$ cat src/rtl/alu_issue_ctrl.sv
// Single-issue controller: accepts one 16-bit instruction, reads an 8x32 register
// file, drives an external combinational ALU, and writes the result back.
module alu_issue_ctrl (
    input  logic        clk,
    input  logic        rst,
    input  logic        instr_valid,
    output logic        instr_ready,
    input  logic [15:0] instr,
    output logic [31:0] alu_a,
    output logic [31:0] alu_b,
    output logic [2:0]  alu_ctrl,
    input  logic [31:0] alu_result,
    input  logic        alu_zero,
    input  logic        alu_ovf,
    output logic        done,
    output logic [31:0] wb_data,
    output logic        zero_out,
    output logic        ovf_out,
    output logic        illegal,
    output logic        ovf_sticky,
    input  logic [2:0]  dbg_addr,
    output logic [31:0] dbg_data
);

    localparam logic [1:0] S_IDLE = 2'd0;
    localparam logic [1:0] S_READ = 2'd1;
    localparam logic [1:0] S_EXEC = 2'd2;
    localparam logic [1:0] S_WB   = 2'd3;

    localparam logic [2:0] OP_ADD = 3'b000;
    localparam logic [2:0] OP_SUB = 3'b001;
    localparam logic [2:0] OP_AND = 3'b010;
    localparam logic [2:0] OP_OR  = 3'b011;
    localparam logic [2:0] OP_SLT = 3'b101;
    localparam logic [2:0] OP_LI  = 3'b111;

    logic [1:0]  r_state;
    logic [15:0] r_instr;
    logic [31:0] r_rf [8];
    logic [31:0] r_res;
    logic        r_zero;
    logic        r_ovf;

    logic [2:0]  w_op;
    logic [2:0]  w_rd;
    logic [2:0]  w_rs;
    logic [2:0]  w_rt;
    logic [31:0] w_imm;
    logic        w_is_alu;
    logic        w_is_li;

    assign w_op  = r_instr[15:13];
    assign w_rd  = r_instr[12:10];
    assign w_rs  = r_instr[9:7];
    assign w_rt  = r_instr[6:4];
    assign w_imm = {22'b0, r_instr[9:0]};

    assign w_is_alu = (w_op == OP_ADD) || (w_op == OP_SUB) || (w_op == OP_AND) ||
                      (w_op == OP_OR)  || (w_op == OP_SLT);
    assign w_is_li  = (w_op == OP_LI);

    assign instr_ready = (r_state == S_IDLE);
    assign dbg_data    = (dbg_addr == 3'd0) ? 32'd0 : r_rf[dbg_addr];

    always_ff @(posedge clk) begin
        if (rst) begin
            r_state    <= S_IDLE;
            r_instr    <= '0;
            r_res      <= '0;
            r_zero     <= 1'b0;
            r_ovf      <= 1'b0;
            alu_a      <= '0;
            alu_b      <= '0;
            alu_ctrl   <= '0;
            done       <= 1'b0;
            wb_data    <= '0;
            zero_out   <= 1'b0;
            ovf_out    <= 1'b0;
            illegal    <= 1'b0;
            ovf_sticky <= 1'b0;
            // NOTE: the register file is cleared by reset, so it must stay in flops rather than a RAM macro.
            for (int i = 0; i < 8; i++) begin
                r_rf[i] <= '0;
            end
        end else begin
            done <= 1'b0;
            case (r_state)
                S_IDLE: begin
                    if (instr_valid) begin
                        r_instr <= instr;
                        r_state <= S_READ;
                    end
                end
                S_READ: begin
                    if (w_is_alu) begin
                        alu_a    <= r_rf[w_rs];
                        alu_b    <= r_rf[w_rt];
                        alu_ctrl <= w_op;
                        r_state  <= S_EXEC;
                    end else begin
                        r_state  <= S_WB;
                    end
                end
                S_EXEC: begin
                    r_res   <= alu_result;
                    r_zero  <= alu_zero;
                    r_ovf   <= alu_ovf;
                    r_state <= S_WB;
                end
                S_WB: begin
                    done    <= 1'b1;
                    r_state <= S_IDLE;
                    if (w_is_alu) begin
                        // Overflowing results are still committed; only the flags record it.
                        if (w_rd != 3'd0) r_rf[w_rd] <= r_res;
                        wb_data  <= r_res;
                        zero_out <= r_zero;
                        ovf_out  <= r_ovf;
                        illegal  <= 1'b0;
                        if (r_ovf) ovf_sticky <= 1'b1;
                    end else if (w_is_li) begin
                        if (w_rd != 3'd0) r_rf[w_rd] <= w_imm;
                        wb_data  <= w_imm;
                        zero_out <= (w_imm == 32'd0);
                        ovf_out  <= 1'b0;
                        illegal  <= 1'b0;
                    end else begin
                        wb_data  <= '0;
                        zero_out <= 1'b0;
                        ovf_out  <= 1'b0;
                        illegal  <= 1'b1;
                    end
                end
                default: r_state <= S_IDLE;
            endcase
        end
    end

endmodule

$ cat config.mk
export PLATFORM = sky130hd
export DESIGN_NAME = alu_issue_ctrl
export DESIGN_NICKNAME = d
export VERILOG_FILES = /design/src/rtl/alu_issue_ctrl.sv
export SDC_FILE = /design/constraint.sdc
export NUM_CORES = 1
export LEC_CHECK = 0
export ABC_CLOCK_PERIOD_IN_PS = 1960
export CORE_MARGIN = 5
export CORE_UTILIZATION = 45
export DETAILED_ROUTE_END_ITERATION = 10
export MAX_ROUTING_LAYER = met4
export PLACE_DENSITY = 0.68
export SLEW_MARGIN = 15
export SYNTH_ARGS = -nofsm -noshare
export SYNTH_HDL_FRONTEND = slang
export SYNTH_SLANG_ARGS = --single-unit
$ cat constraint.sdc
create_clock -name clk -period 1.96 [get_ports clk]
set_input_delay 0.392 -clock clk [delete_from_list [all_inputs] [get_ports clk]]
set_output_delay 0.392 -clock clk [all_outputs]
set_load 0.02 [all_outputs]
=== Yosys cells after proc, flatten, opt, wreduce, memory -nomap -nowiden ===
Memories as Yosys holds them, arrays and structs flattened. A register that Yosys moved wholly into a read port is not among the register bits.
Index checks and enable logic that the tools add are counted.

* Bits in writable memories: 256
* Memories: 1
* Memory bits (read-only): 0
* Output and inout port bits: 137
* Input port bits: 56
* Bits in latches: 0
* Register bits: 92
* Word-level logic and storage cells: 64

* Add/subtract/negate cells: 0
* Multiply operators: 0
* Equal/unequal tests: 9
* Magnitude comparators: 0
* Shift-type cells: 0
* Reductions and logical operators: 13
* Muxes and demuxes: 28
* Div/mod/pow operators: 0
* Bitwise gates (word level): 1

{| class="wikitable"
|+ Memories
! name !! depth !! bits a word !! rd ports !! clocked after memory_dff !! write ports !! line !! source
|-
| r_rf || 8 || 32 || 3 || 2 || 8 || 39 || <nowiki>logic [31:0] r_rf [8];</nowiki>
|}

{| class="wikitable"
|+ Operators with widths
! kind !! number
|-
| 32-bit two-way mux || 4
|-
| 32-bit zero test || 1
|-
| 32-bit OR reduction || 1
|-
| 1-bit two-way mux || 20
|-
| 10-bit two-way mux || 1
|-
| 2-bit one-hot mux with 4 select lines || 1
|-
| 3-bit by 2-bit equality test with 1-bit output, second input constant || 2
|-
| 3-bit equality test, second input constant || 2
|-
| 3-bit zero test || 2
|-
| 2-bit equality test, second input constant || 2
|-
| 1-bit logical OR || 4
|-
| 2-bit AND reduction || 2
|-
| 3-bit by 1-bit equality test with 1-bit output, second input constant || 1
|-
| 3-bit two-way mux || 1
|-
| 3-bit AND reduction || 1
|-
| 3-bit nonzero test || 1
|-
| 2-bit by 1-bit equality test with 1-bit output, second input constant || 1
|-
| 2-bit zero test || 1
|-
| 2-bit two-way mux || 1
|-
| 2-bit != test, second input constant || 1
|-
| 1-bit bitwise OR || 1
|}

=== Logic depth before layout (Yosys ltp) ===
Gate-level depths: netlist (run 1).

* Word-level depth: 12
* Mapped depth: 7
* Depth with buffers taken out: 6

=== Least setup slack after synthesis (run 1) ===
No wires, ideal clock.

* Kind: in2out
* Start point: input port dbg_addr[0]
* End point: output port dbg_data[31]
* Arrival: 1.784 ns
* Stages on the path: 5
* Path slack: -0.216 ns
* Data required time: 1.568 ns
* Path buffers: 3
* Cell sequence: buf_2 -> buf_2 -> buf_1 -> a22oi_1 -> o21ai_0

* Cells in the longest elaborated chain, start to end: 2
* Elaborated cells on any way between the ends: 3

{| class="wikitable"
|+ Ends and longest elaborated chain
! what !! line !! source
|-
| from (decl) || 21 || <nowiki>input logic [2:0] dbg_addr,</nowiki>
|-
| memory 8 x 32 bit or 3-bit zero test (tied branches) || n/a ||
|-
| 32-bit two-way mux * || 63 || <nowiki>assign dbg_data = (dbg_addr == 3'd0) ? 32'd0 : r_rf[dbg_addr];</nowiki>
|-
| to (decl) || 22 || <nowiki>output logic [31:0] dbg_data</nowiki>
|}

Mark *: on every way between the ends. The rest lies on a longest branch, timed or not.

==> flow_summary.yaml, run 1 <==
outcome:
  status: "complete, but fails checks"
  violations: "setup timing"
routing:
  drtAntennaViolNets: 0
  drc: 0
  via_per_inst: 5.75
  drt_iter0_markers: 1578
  avgRoutedWirePerCell_um: 22.9
  via_count: 17463
  finalWirelength_um: 69600
  drt-pass1-iter-count: 5
worst_setup_path:
  r2r_cells: 8
  rr_endpoint: "alu_a[10]"
  rr_startpoint: "r_state[1]"
  path_class: "reg2out"
  path_buf_inv: 1
  crit_fanout: 2
  slowest_stage: "edfxtp_1"
  start_kind: "register"
  setup.worst_path.start: "r_rf[1][2]"
  end_kind: "output pin"
  max_stage_delay_ps: 400
  crit_path_end: "dbg_data[2]"
  arrival_ps: 1820
  crit_required_ps: 1570
  ff2ff_setup_slack_ps: 40
  crit_chain: "mux2_4, a221oi_4, a21oi_2, buf_4"
  critPathTopFamily: "flip-flops"
  crit_cells: 4
global_route:
  antenna_found_initial: 0
  grt_usage: 0.276
  met1_usage: 0.331
  grt_use_met3: 0.0419
  overflow: 0
  grt_max_degree: 50
  grt_pass1_vias: 18047
  grt_first_pass_wirelength_um: 105000
  busiest_layer: "met2"
  met2_usage: 0.467
placed_design:
  portBuffers: 192
  post-place-ws_ps: -552
  gp_congestion: 0.917
  dp_hpwl_um: 44000
sta:
  period_minus_slack_ps: 2210
  maxSlewViolCount: 0
  hold_viol: 0
  max_clock_freq_mhz: 453
  rsz0062_at_grt: "true"
  finalSetupViolations: 32
  fin_crit_sh: 1.13
  slew-limit-headroom: 0.592
  fin_ws_ps: -249
  fin_skew_ps: 23.2
  worstMarginPinSlew_ps: 612
synth:
  synth_area_leaders: "edfxtp_1 37%, dfxtp_1 15%, mux2i_1 15%, and2_1 4.7%, o22ai_1 3.9%"
  yosys.area.top_type: "edfxtp_1"
  synth_edf_count: 256
  avgSynthCellArea_um2: 10.9
  ys_ff_latch: 412
  synth.distinct_cells: 37
  yosys_warnings: 0
  netlist_instances: 1884
  mappedNetlistArea_um2: 20500
  async_flop_share: 0
  ys.flop_type: "edfxtp_1"
  ys_seq_area_frac: 0.526
  synth.top_cell.area_share: 0.374
cts:
  cts_made_buffers: 45
  h-tree-depth: 2
  cts_buffer_depth: 3
  clk_transition_reported_paths_ps: 60
  clock-sinks: 412
  cts_root_buf: "clkbuf_16"
  cts_tree: "done"
  holdBufCountCts: 0
  clk_latency_ps: 590
floorplan:
  design.die.area_um2: 50000
  fp.dieH_um: 224
  rows: 78
  coreArea_um2: 45300
  start_util: 0.454
  die_x_um: 224
  ios: 193
layout:
  area_growth_pct: 40.8
  multi_input_area_um2: 9880
  drive_gt1_frac: 0.297
  n_antenna_cell: 0
  final.fill_count: 3510
  nNetsFinal: 2462
  seq_area_um2: 10800
power_and_ir_drop:
  switching_share: 0.340
  ir_worst_vdd_uv: 827
  p_per_area_nw_per_um2: 1050
  seqPwrFrac: 0.371
  p_int_mw: 20.0
  combPwrFrac: 0.338
  switchingPower_mw: 10.3
  clkPwrFrac: 0.290
  p_total_mw: 30.3
  power_leakage_nw: 11.2
job:
  maxCapViolCount: 0
min_path:
  hold_path.class: "in2reg"
power groups by stage:
stage	registers (mW)	clock network, mW	logic, mW
floorplan	11.8	0	4.85
global placement	11.4	0	9.71
detailed placement	11.4	0	9.89
CTS	11.2	8.91	9.96
global route	11.4	9.30	10.9
finish	11.2	8.79	10.2
state kept, by name, indices dropped and copies added, names as in the netlist:
name,flops
r_res,32
r_zero,1
zero_out,1
ovf_out,1
wb_data,32
illegal,1
r_ovf,1
ovf_sticky,1
alu_a,32
r_state,2
r_rf,256
r_instr,16
alu_ctrl,3
alu_b,32
done,1
cells in the mapped netlist (2+ instances only):
library cell  number
a21boi_1           2
nor2_1           209
a221oi_1          31
mux2_2            36
nor3_1           142
inv_1             45
nor4_1             2
edfxtp_1         256
buf_1             11
o21ai_0           24
a21oi_1           84
nand3_1           13
buf_4              2
mux2i_1          298
nand2_1           50
and3_1             3
mux4_2            32
nand2b_1          17
and2_1           155
dfxtp_1          156
buf_2             40
nor2b_1           26
o22ai_1          128
or2_2              2
ha_1               4
nor3_2             2
clkbuf_1         104
through the flow:
step                      instance area, um2  hold WS, ps  TNS, ps  std cells  utilization
after floorplan                        20800          458    -11.6       1915            -
after global placement                 25900          454   -32670       2873        0.572
after detailed placement               25900          457   -40600       2873        0.572
after CTS                              28300          104    -6820       3018        0.624
after global routing                   28900          105    -8050       3038        0.639
final                                  28900          113    -6350       3038        0.639
logic make-up after synthesis:
family          share of synthesized area
flops                               0.526
buf+inv                            0.0397
simple gates                        0.150
compound gates                     0.0812
mux                                 0.200
other cells                      0.000183
fa+ha+maj                         0.00244
worst min-delay path: cells and delay by family:
kind | cells | cell delay [ps]
buf+inv | 2 | 130
simple gates | 1 | 120
cell usage in the layout, fill, tap and decap left out, drive strengths merged, types with 84 or more instances in the layout:
master / Yosys / final
and2: 155 / 155
nor3: 144 / 145
o22ai: 128 / 128
buf: 53 / 441
a21oi: 84 / 84
dfxtp: 156 / 156
nor2: 209 / 209
clkdlybuf4s50: 0 / 100
mux2i: 298 / 298
edfxtp: 256 / 256
worst min-delay path by stage:
| stage | cells past startpoint | startpoint | to | slack, ps |
|---|---|---|---|---|
| 2_1_floorplan | 2 | r_zero | zero_out | 460 |
| 4_1_cts | 3 | rst | done | 100 |
| 5_1_grt | 3 | rst | done | 110 |
| 3_5_place_dp | 2 | ovf_sticky | ovf_sticky | 460 |
| 6_report | 3 | rst | done | 110 |
| 3_3_place_gp | 2 | ovf_sticky | ovf_sticky | 450 |
layout make-up:
type | count | area share
clock buffer | 57 | 0.0437
clock inverter | 26 | 0.00943
inverter | 45 | 0.00584
multi-input combinational | 1302 | 0.342
sequential | 412 | 0.374
tap | 600 | 0.0260
timing repair buffer | 596 | 0.199
layer usage:
metal,up-vias,share of wire
li1,7904,-
met2,781,0.50
met3,204,0.071
met5,-,0
met1,8574,0.39
met4,0,0.044
repair_timing:
item                                    CTS  global route
buffers inserted                         60            20
cloned                                    3             0
endpoints found under the setup margin  276           256
pin swaps                                28            18
gates resized for setup                 290           108
Power figures use the tool's default switching activity.
==> inputs of run 2 (changes only) <==
CTS_BUF_LIST = sky130_fd_sc_hd__clkbuf_2 sky130_fd_sc_hd__clkbuf_4 sky130_fd_sc_hd__clkbuf_8   (was not set)
MAX_ROUTING_LAYER = not set   (was met4)
==> flow_summary.yaml, run 2 (synthesis gave the netlist of run 1 again) <==
cts:
  h-tree-depth: 3
  clock-sinks: 412
  clk_latency_ps: 640
  cts_tree: "done"
  clk_transition_reported_paths_ps: 60
  cts_buffer_depth: 3
  cts_root_buf: "clkbuf_8"
  cts_made_buffers: 70
worst_setup_path:
  arrival_ps: 1870
  crit_chain: "mux2_4, a221oi_4, a21oi_4, buf_6"
  start_kind: "register"
  critPathTopFamily: "flip-flops"
  path_class: "reg2out"
  crit_fanout: 2
  crit_required_ps: 1570
  end_kind: "output pin"
  setup.worst_path.start: "r_rf[1][0]"
  rr_startpoint: "r_state[1]"
  max_stage_delay_ps: 410
  slowest_stage: "edfxtp_1"
  path_buf_inv: 1
routing:
  drt_iter0_markers: 1511
  finalWirelength_um: 69200
  drtAntennaViolNets: 0
  via_per_inst: 5.71
  avgRoutedWirePerCell_um: 22.4
  drc: 0
  drt-pass1-iter-count: 5
  via_count: 17666
min_path:
  min_from: "rst"
  hold_path.class: "in2reg"
layout:
  area_growth_pct: 39.9
  final.fill_count: 3571
  layout_common_cells: "353 x buf_4, 297 x mux2i_1, 256 x edfxtp_1"
  layout.cells.non_filler: 3092
  regMostFlops: "r_rf"
  largest_reg_flops: 256
  layout_commonest_cell: "buf_4"
  nNetsFinal: 2494
  drive_gt1_frac: 0.312
global_route:
  grt_pass1_vias: 18182
  antenna_found_initial: 0
  grt_first_pass_wirelength_um: 104000
  overflow: 0
  grt_max_degree: 50
  grt_usage: 0.266
placed_design:
  gp_congestion: 0.902
  post-place-ws_ps: -552
  dpl.cell_count: 2873
  portBuffers: 192
  dp_hpwl_um: 44000
floorplan:
  ios: 193
  die_x_um: 224
  coreArea_um2: 45300
  design.die.area_um2: 50000
  rows: 78
  start_util: 0.454
  fp.dieH_um: 224
power_and_ir_drop:
  p_total_mw: 29.2
  power_leakage_nw: 11.2
  ir_worst_vdd_uv: 736
  p_per_area_nw_per_um2: 1020
sta:
  slew-limit-headroom: 0.589
  timing.hold.ws_ps: 80.2
  rsz0062_at_grt: "true"
  finalSetupViolations: 32
  period_minus_slack_ps: 2260
  fin_ws_ps: -299
  hold_viol: 0
  fin_crit_sh: 1.15
  maxSlewViolCount: 0
  worstMarginPinSlew_ps: 617
  fin_skew_ps: 39.7
  max_clock_freq_mhz: 443
job:
  maxCapViolCount: 0
outcome:
  violations: "setup timing"
  status: "complete, but fails checks"
run 2: cell count changes in the layout (fill, tap and decap cells not counted), sizes merged, moves of 3 or more:
cell and change:
dlygate4sd2 +74, clkbuf +56, clkinv -3, clkdlybuf4s50 -49, bufinv -4, dlymetal6s2s -25, buf +6
run 2: final timing paths:
check	cells past startpoint	slack, ps	end
min	3	80	done
max	4	-300	dbg_data[0]
max reg2reg	8	50	alu_a[10]
min reg2reg	2	460	ovf_sticky
run 2: metrics by stage:
stage                     setup TNS [ps]  cell area (um2)  utilization
after floorplan                    -11.6            20800            -
after global placement            -32670            25900        0.572
after detailed placement          -40600            25900        0.572
after CTS                          -8510            28100        0.621
after global routing               -9410            28700        0.634
final                              -7680            28700        0.634
run 2: final cells by class:
| class | count | area, um2 | area share |
|---|---|---|---|
| Sequential cell | 412 | 10800 | 0.377 |
| Multi-Input combinational cell | 1302 | 9890 | 0.344 |
| Timing Repair Buffer | 603 | 5630 | 0.196 |
| Clock buffer | 113 | 1360 | 0.0472 |
| Tap cell | 600 | 751 | 0.0261 |
| Inverter | 45 | 169 | 0.00588 |
| Clock inverter | 15 | 101 | 0.00353 |
| Antenna cell | 2 | 5.00 | 0.000174 |
run 2: worst reg2reg max path, stage by stage (launching register included):
cell and delay [ps]:
dfxtp_2 330, buf_4 140, inv_1 80, ha_1 230
a21bo_2 310, buf_12 200, nor3_1 280, buf_4 170
nor3_1 50
run 2: power by group:
group | total (mW) | internal, mW | switching, mW
logic | 9.94 | 4.19 | 5.75
registers | 11.2 | 10.3 | 0.931
clock network | 8.01 | 4.51 | 3.51
total | 29.2 | 19.0 | 10.2
run 2: what timing repair did:
action / in CTS / in global routing
setup buffers: 57 / 29
resized for setup: 372 / 76
pin swaps: 30 / 21
hold endpoints to repair: 0 / 0
setup endpoints to repair: 329 / 229
hold buffers: 0 / 0
gates cloned: 3 / 1
run 2: per-layer routing:
metal / up-vias / part of all wire / GRT usage
met5: - / 0 / 0
met4: 0 / 0.044 / 0.121
met3: 220 / 0.072 / 0.0477
met2: 808 / 0.49 / 0.458
met1: 8652 / 0.39 / 0.327
li1: 7986 / - / -
==> inputs of run 3 (changes only) <==
CORE_UTILIZATION = 52   (was 45)
PLACE_DENSITY = 0.84   (was 0.68)
==> flow_summary.yaml, run 3 (synthesis gave the netlist of run 1 again) <==
layout:
  nNetsFinal: 2449
  layout.cells.non_filler: 2965
  layout_commonest_cell: "buf_4"
  drive_gt1_frac: 0.288
  layout_common_cells: "319 x buf_4, 297 x mux2i_1, 256 x edfxtp_1"
  finish.utilization: 0.724
  largest_reg_flops: 256
  final_area_um2: 28100
  regMostFlops: "r_rf"
  n_antenna_cell: 0
  area_growth_pct: 36.9
routing:
  finalWirelength_um: 71600
  avgRoutedWirePerCell_um: 24.2
  route.met2.wl_um: 34500
  wl_met1_um: 24600
  highest_layer: "met4"
  drt-pass1-iter-count: 6
  dr_wl_met3_um: 8030
  via_count: 18427
  via_per_inst: 6.21
  drc: 0
  drtAntennaViolNets: 0
  drt_iter0_markers: 2113
power_and_ir_drop:
  seqPwrFrac: 0.385
  ir_worst_vdd_uv: 862
  power_leakage_nw: 11.0
  combPwrFrac: 0.336
  p_per_area_nw_per_um2: 1040
  switching_share: 0.357
  clkPwrFrac: 0.279
  switchingPower_mw: 10.5
  p_int_mw: 18.9
placed_design:
  place_area_um2: 25300
  dpl.cell_count: 2718
  portBuffers: 192
  dp_hpwl_um: 42300
  gp_congestion: 0.884
sta:
  fin_skew_ps: 26.7
  period_minus_slack_ps: 2260
  max_clock_freq_mhz: 442
  fin_ws_ps: -302
  worstMarginPinSlew_ps: 561
  rsz0062_at_grt: "true"
  fin_crit_sh: 1.15
  hold_viol: 0
  finalSetupViolations: 32
  maxSlewViolCount: 0
  timing.hold.ws_ps: 179
  slew-limit-headroom: 0.625
cts:
  clk_transition_reported_paths_ps: 60
  cts_tree: "done"
  clk_latency_ps: 640
  clock-sinks: 412
  cts_root_buf: "clkbuf_8"
  h-tree-depth: 3
  holdBufCountCts: 0
  cts_buffer_depth: 3
  cts_made_buffers: 71
floorplan:
  coreArea_um2: 38800
  ios: 193
  die_x_um: 209
  fp.dieH_um: 209
  start_util: 0.529
  rows: 72
  design.die.area_um2: 43600
worst_setup_path:
  rr_startpoint: "r_instr[4]"
  arrival_ps: 1870
  rr_endpoint: "alu_b[4]"
  crit_fanout: 2
  ff2ff_setup_slack_ps: 20
  start_kind: "register"
  crit_required_ps: 1570
  r2r_cells: 6
  end_kind: "output pin"
  path_class: "reg2out"
outcome:
  status: "complete, but fails checks"
  violations: "setup timing"
min_path:
  hold_path.class: "in2reg"
  hold_path_depth: 3
  min_to: "done"
  min_from: "rst"
global_route:
  grt_max_degree: 116
  grt_usage: 0.302
  grt_first_pass_wirelength_um: 104000
  grt_pass1_vias: 18419
  overflow: 0
  antenna_found_initial: 0
job:
  maxCapViolCount: 0
-- run 3: cell count changes in the layout (fill, tap and decap cells not counted), moves of 5 or more --
cell | before | now
buf_4 | 353 | 319
buf_6 | 41 | 29
clkbuf_4 | 32 | 22
nand2b_1 | 4 | 10
nor3_1 | 134 | 140
nor3_4 | 6 | 0
clkinv_1 | 6 | 11
clkinv_2 | 5 | 10
-- run 3: area by class of cell --
| cell class | count | area, um2 |
|---|---|---|
| multi-input combinational | 1301 | 9780 |
| inverter | 45 | 169 |
| clock buffer | 104 | 1290 |
| fill | 2380 | 10700 |
| sequential | 412 | 10800 |
| tap | 518 | 648 |
| timing repair buffer | 558 | 5210 |
| clock inverter | 27 | 183 |
-- run 3: timing repair --
item	in CTS	in global routing
pin swaps	24	23
gates resized for setup	358	54
buffers inserted	72	44
setup endpoints to repair	140	51
-- run 3: layer usage --
metal	global-route usage	vias up
met2	0.502	1390
met4	0.176	0
met3	0.0726	392
met1	0.359	8762
li1	-	7883
met5	0	-
-- run 3: worst max-delay path: stages (launching register included) --
cell and delay (ps):
edfxtp_1 430, mux2_4 320, a221oi_4 270, a21oi_2 70
buf_6 150
-- run 3: power by group through the flow --
stage	combinational [mW]	clock, mW	sequential (mW)
floorplan	4.85	0	11.8
global placement	9.45	0	11.3
detailed placement	9.67	0	11.4
CTS	9.47	8.20	11.2
global route	10.3	8.68	11.4
finish	9.85	8.17	11.3
-- run 3: worst max path at each step --
stage / from / end / slack [ps] / depth (start not counted)
6_report: r_rf[1][28] / dbg_data[28] / -300 / 4
5_1_grt: r_rf[7][14] / dbg_data[14] / -360 / 4
4_1_cts: r_rf[1][10] / dbg_data[10] / -290 / 4
3_5_place_dp: dbg_addr[1] / dbg_data[5] / -630 / 6
3_3_place_gp: dbg_addr[1] / dbg_data[2] / -620 / 6
2_1_floorplan: dbg_addr[0] / dbg_data[31] / -10 / 5
-- run 3: per-stage QoR --
stage | TNS (ps) | power, mW | worst slack [ps]
final | -8350 | 29.3 | -302
after global routing | -10090 | 30.4 | -363
after CTS | -8160 | 28.9 | -295
after detailed placement | -18580 | 21.1 | -634
after global placement | -17900 | 20.8 | -620
after floorplan | -11.6 | 16.7 | -11.6
